## config.mk

```make
export PLATFORM = sky130hd
export DESIGN_NAME = commit_trace_buffer
export DESIGN_NICKNAME = d
export VERILOG_FILES = /design/src/rtl/commit_trace_buffer.sv
export SDC_FILE = /design/constraint.sdc
export NUM_CORES = 2
export LEC_CHECK = 0
export CORE_UTILIZATION = 65
export DETAILED_ROUTE_END_ITERATION = 10
export HOLD_SLACK_MARGIN = 0.08
export PLACE_DENSITY = 0.84
export SLEW_MARGIN = 20
export SYNTH_ARGS = -nofsm -noshare
export SYNTH_HDL_FRONTEND = slang
export SYNTH_SLANG_ARGS = --single-unit
```

## constraint.sdc

```tcl
create_clock -name clk -period 31.7 [get_ports clk]
set_input_delay 6.34 -clock clk [delete_from_list [all_inputs] [get_ports clk]]
set_output_delay 6.34 -clock clk [all_outputs]
set_load 0.02 [all_outputs]
```

## src/rtl/commit_trace_buffer.sv

```systemverilog
// Commit trace FIFO between the core's registered commit stream and the host.
// Optional build macro TRACE_FILTER_EN stores only state-changing records.
module commit_trace_buffer #(
  parameter int DEPTH = 16,
  parameter int AW    = 4
) (
  input  logic          clk,
  input  logic          rst,
  input  logic          run_req,
  output logic          cpu_en,
  input  logic          commit,
  input  logic [31:0]   commit_pc,
  input  logic [31:0]   commit_inst,
  input  logic          commit_halt,
  input  logic          commit_reg_we,
  input  logic [4:0]    commit_reg_wa,
  input  logic [31:0]   commit_reg_wd,
  input  logic          commit_dmem_we,
  input  logic [31:0]   commit_dmem_wa,
  input  logic [31:0]   commit_dmem_wd,
  output logic          trace_valid,
  input  logic          trace_ready,
  output logic [31:0]   trace_pc,
  output logic [31:0]   trace_inst,
  output logic [31:0]   trace_reg_wd,
  output logic [31:0]   trace_dmem_wa,
  output logic [31:0]   trace_dmem_wd,
  output logic          trace_reg_we,
  output logic          trace_dmem_we,
  output logic          trace_halt,
  output logic [4:0]    trace_reg_wa,
  output logic [AW:0]   fill_level,
  output logic [31:0]   inst_count,
  output logic          overflow,
  output logic          done
);

  typedef struct packed {
    logic [31:0] pc;
    logic [31:0] inst;
    logic        halt;
    logic        reg_we;
    logic [4:0]  reg_wa;
    logic [31:0] reg_wd;
    logic        dmem_we;
    logic [31:0] dmem_wa;
    logic [31:0] dmem_wd;
  } rec_t;

  typedef enum logic [1:0] {
    RUN,
    DRAIN,
    DONE
  } state_t;

  localparam logic [AW:0] LvlFull = (AW+1)'(DEPTH);
  localparam logic [AW:0] LvlHi   = (AW+1)'(DEPTH - 2);

  state_t      state_q, state_d;
  rec_t        mem_q [DEPTH];
  rec_t        wr_rec, head;
  logic [AW-1:0] wptr_q, rptr_q;
  logic [AW:0] level_q;
  logic [31:0] cnt_q;
  logic        en_q, ovf_q;
  logic        capture, keep, push, pop, full, drop, wr;

  // Only records the core committed while it was enabled are real.
  assign capture = commit & en_q & (state_q == RUN);

`ifdef TRACE_FILTER_EN
  assign keep = (commit_reg_we & (commit_reg_wa != 5'd0))
              | commit_dmem_we | commit_halt;
  assign wr_rec.reg_we = commit_reg_we & (commit_reg_wa != 5'd0);
`else
  assign keep = 1'b1;
  assign wr_rec.reg_we = commit_reg_we;
`endif

  assign wr_rec.pc      = commit_pc;
  assign wr_rec.inst    = commit_inst;
  assign wr_rec.halt    = commit_halt;
  assign wr_rec.reg_wa  = commit_reg_wa;
  assign wr_rec.reg_wd  = commit_reg_wd;
  assign wr_rec.dmem_we = commit_dmem_we;
  assign wr_rec.dmem_wa = commit_dmem_wa;
  assign wr_rec.dmem_wd = commit_dmem_wd;

  assign push = capture & keep;
  assign trace_valid = (level_q != '0);
  assign pop  = trace_valid & trace_ready;
  assign full = (level_q == LvlFull);
  assign drop = push & full & ~pop;
  assign wr   = push & ~drop;

  // Threshold leaves room for the record already in the core's commit reg.
  assign cpu_en = (state_q == RUN) & run_req & (level_q <= LvlHi);

  always_comb begin
    state_d = state_q;
    unique case (state_q)
      RUN:   if (capture & commit_halt) state_d = DRAIN;
      DRAIN: if ((level_q == '0) & ~push) state_d = DONE;
      DONE:  state_d = DONE;
      default: state_d = RUN;
    endcase
  end

  always_ff @(posedge clk) begin
    if (rst) begin
      state_q <= RUN;
      en_q    <= 1'b0;
      wptr_q  <= '0;
      rptr_q  <= '0;
      level_q <= '0;
      cnt_q   <= '0;
      ovf_q   <= 1'b0;
    end else begin
      state_q <= state_d;
      en_q    <= cpu_en;
      if (capture) cnt_q <= cnt_q + 32'd1;
      if (drop) ovf_q <= 1'b1;
      if (wr) wptr_q <= wptr_q + 1'b1;
      if (pop) rptr_q <= rptr_q + 1'b1;
      if (wr & ~pop) level_q <= level_q + 1'b1;
      else if (~wr & pop) level_q <= level_q - 1'b1;
    end
  end

  always_ff @(posedge clk) begin
    if (wr) mem_q[wptr_q] <= wr_rec;
  end

  assign head = trace_valid ? mem_q[rptr_q] : '0;

  assign trace_pc      = head.pc;
  assign trace_inst    = head.inst;
  assign trace_halt    = head.halt;
  assign trace_reg_we  = head.reg_we;
  assign trace_reg_wa  = head.reg_wa;
  assign trace_reg_wd  = head.reg_wd;
  assign trace_dmem_we = head.dmem_we;
  assign trace_dmem_wa = head.dmem_wa;
  assign trace_dmem_wd = head.dmem_wd;

  assign fill_level = level_q;
  assign inst_count = cnt_q;
  assign overflow   = ovf_q;
  assign done       = (state_q == DONE);

endmodule

```

==> results.tsv <==
stage	metric	value	unit
outcome	outcome	finished, final reports clean	
global_routing	global-route wire length before repair	362000	um
place	placed wire-length estimate	112000	um
cts	Clock Pin Slew Worst Setup and Hold Paths	0.06	ns
sta	Final Cycle Share	0.440	
cts	CTS sink cnt	2741	
sta	Fin Setup TNS	0	ns
drt	drt first-iter violations	6791	
critical_path	Max FO, Critical Path	2	
yosys	most common library cells after synthesis	2688 x edfxtp_1, 672 x mux4_2, 342 x mux2i_1, 168 x o22ai_1, 120 x clkbuf_1	
sta	maximum clock rate	0.0716	GHz
drt	Post-Route WL	251000	um
yosys	synthesis warning total	0	
cts	CTS hold repair buffers	0	
drt	Antenna Nets Post-Route	0	
sta	Setup Skew	0.0374	ns
floorplanning	cell row count	146	
yosys	Top FF cell, synth	edfxtp_1	
global_routing	GRT Residual Overflow	0	
yosys	ys async rst share	0	
critical_path	Crit Path Category	input pin to output pin	
global_routing	overall global routing resource usage	0.315	
drt	WL/cell	35.0	um
global_routing	maximum number of pins on one net before global-route repair	160	
critical_path	CP arrival	7.62	ns
finish	nets	5095	
cts	# resized after CTS	0	
critical_path	crit end category	output pin	
sta	Slew Viols, Final	0	
global_routing	antenna violations before repair	40	
yosys	Avg Cell Area, Syn	23.6	um^2
drt	Via density	7.02	
yosys	EDFF count, synth	2688	
sta	final setup fails	0	
yosys	post-synth cell types	47	
sta	Max-slew headroom	0.192	
floorplanning	Die Width	402	um
cts	setup bufs post-CTS	0	
place	Port Buf Inserts	381	
pwr	PD cells	73.7	mW/mm^2
finish	area grow syn2layout	14.0	%
critical_path	Startpoint Class	input pin	
floorplanning	CORE AREA	0.159	mm^2
flow_run	max-cap viol count	0	
yosys	top cell type's share of synthesized area	0.777	
cts	CTS tree	yes	
yosys	number of synthesized register bits	2741	
cts	clk_lat worst skew	0.90	ns
drt	Via Count	50314	
critical_path	CP required	25.36	ns
yosys	cell taking the most area after synthesis	edfxtp_1	
cts	H-tree Lvls	5	
sta	Tmin final	13.96	ns
pwr	total power	8730	uW
cts	Clock Path Buffers	4	
finish	post-layout util	0.747	
floorplanning	I/O Pins	382	
yosys	top-count cell post-synth	edfxtp_1	
cts	CTS Buf Count	278	
yosys	Synth area leaders	edfxtp_1 78%, mux4_2 15%, mux2i_1 3.3%	
finish	layout cells sized above 1	0.225	
yosys	Gate Count Post-Synth	4405	
cts	Root Driver	clkbuf_16	
pwr	P_leak	0.0353	uW
sta	RSZ-0062 raised after global routing	no	
floorplanning	die area	0.162	mm^2
yosys	sequential share of the synthesized area	0.787	
min_path	Hold WC Path Type	flip-flop to flip-flop	
sta	worst-margin pin slew	1.21	ns
drt	drt pass-1 iters	6	
pwr	worst vdd ir	0.0673	mV
global_routing	vias in the first global route	52744	
sta	Hold Violations, Final	0	
yosys	Synth Net Count	4593	
sta	Hold WS	0.502	ns
drt	# DRC	0	
place	GPL Wtd Cong	0.773	
floorplanning	Die H	402	um
yosys	Synth Cell Area	0.104	mm^2
floorplanning	Initial Utilization	0.656	
## cell type report
| class | instances | area (um^2) |
|---|---|---|
| fill | 8029 | 40100 |
| timing repair buffer | 463 | 4590 |
| sequential | 2741 | 81800 |
| multi-input combinational | 1412 | 21200 |
| clock inverter | 117 | 856 |
| inverter | 11 | 41.3 |
| tap | 2072 | 2590 |
| clock buffer | 343 | 7350 |
| antenna | 11 | 27.5 |
## path summary, 6_finish.rpt
kind	from	to	slack [ns]	cells after the start
worst max register to register	state_q[0]	mem_q[8][0]	26.41	9
worst min-delay path	overflow	overflow	0.50	2
worst min register to register	overflow	overflow	0.50	2
worst max-delay path	run_req	cpu_en	17.74	3
## where the power goes
| part | leakage [uW] | internal (uW) | switching, uW | total, uW |
|---|---|---|---|---|
| clock | 0.00402 | 1730 | 1310 | 3040 |
| sequential | 0.0246 | 4010 | 32.2 | 4040 |
| combinational | 0.00671 | 754 | 899 | 1650 |
| total | 0.0353 | 6490 | 2240 | 8730 |
## cells in the final DEF (no fill, tap or decap), types with 3 or more instances in the layout
cell type,n
clkdlybuf4s50_1,381
xor2_1,7
inv_1,11
bufinv_16,11
nand4_1,8
or3_2,5
buf_12,11
clkinv_4,3
mux4_2,672
dfxtp_4,3
o31ai_1,14
clkinvlp_4,7
nand2b_1,8
o22ai_1,168
nor2b_1,3
clkbuf_8,4
buf_6,5
clkbuf_16,283
inv_6,6
nand3_1,11
or4_1,15
buf_4,66
dfxtp_1,50
edfxtp_1,2688
ha_1,14
a21oi_1,28
nor3_2,4
xnor2_1,11
diode_2,11
clkinv_2,39
nor2_4,12
nor3_1,4
or3_1,5
mux2i_1,342
nand2_1,18
o21ai_0,10
clkinv_1,50
nor2_1,27
clkbuf_1,56
## metal layers
metal  global-route usage  vias to the layer above  wire length [um]
met5                    0                        -               282
met4                0.120                       44              7730
met3               0.0703                      524             27300
met2                0.520                     3554            128000
met1                0.415                    26316             87000
li1                     -                    19876                 -
## through the flow
| step | setup WS (ns) | cells | area [um^2] |
|---|---|---|---|
| detailed placement | 17.74 | 6699 | 110000 |
| finish | 17.74 | 7170 | 118000 |
| CTS | 17.73 | 7159 | 118000 |
| floorplan | 12.44 | 4405 | 104000 |
| global route | 17.71 | 7169 | 118000 |
| global placement | 17.73 | 6699 | 110000 |
## kinds of logic after synthesis
kind of cell,Yosys count,synth area share
flops,2741,0.787
fa+ha+maj,15,0.00188
simple gates,136,0.00722
xor+xnor,18,0.00152
buf+inv,252,0.0104
mux,1015,0.179
compound gates,228,0.0135
## state kept, by name, indices dropped and copies added, names as in the netlist, named ones only
signal and cells:
inst_count 32, fill_level 5, en_q 1, wptr_q 4
state_q 2, rptr_q 4, mem_q 2688, overflow 1
## critical path: stages
cell             delay (ns)
clkdlybuf4s50_1        0.45
and4b_2                0.23
clkdlybuf4s50_1        0.60
Power figures use the tool's default switching activity.
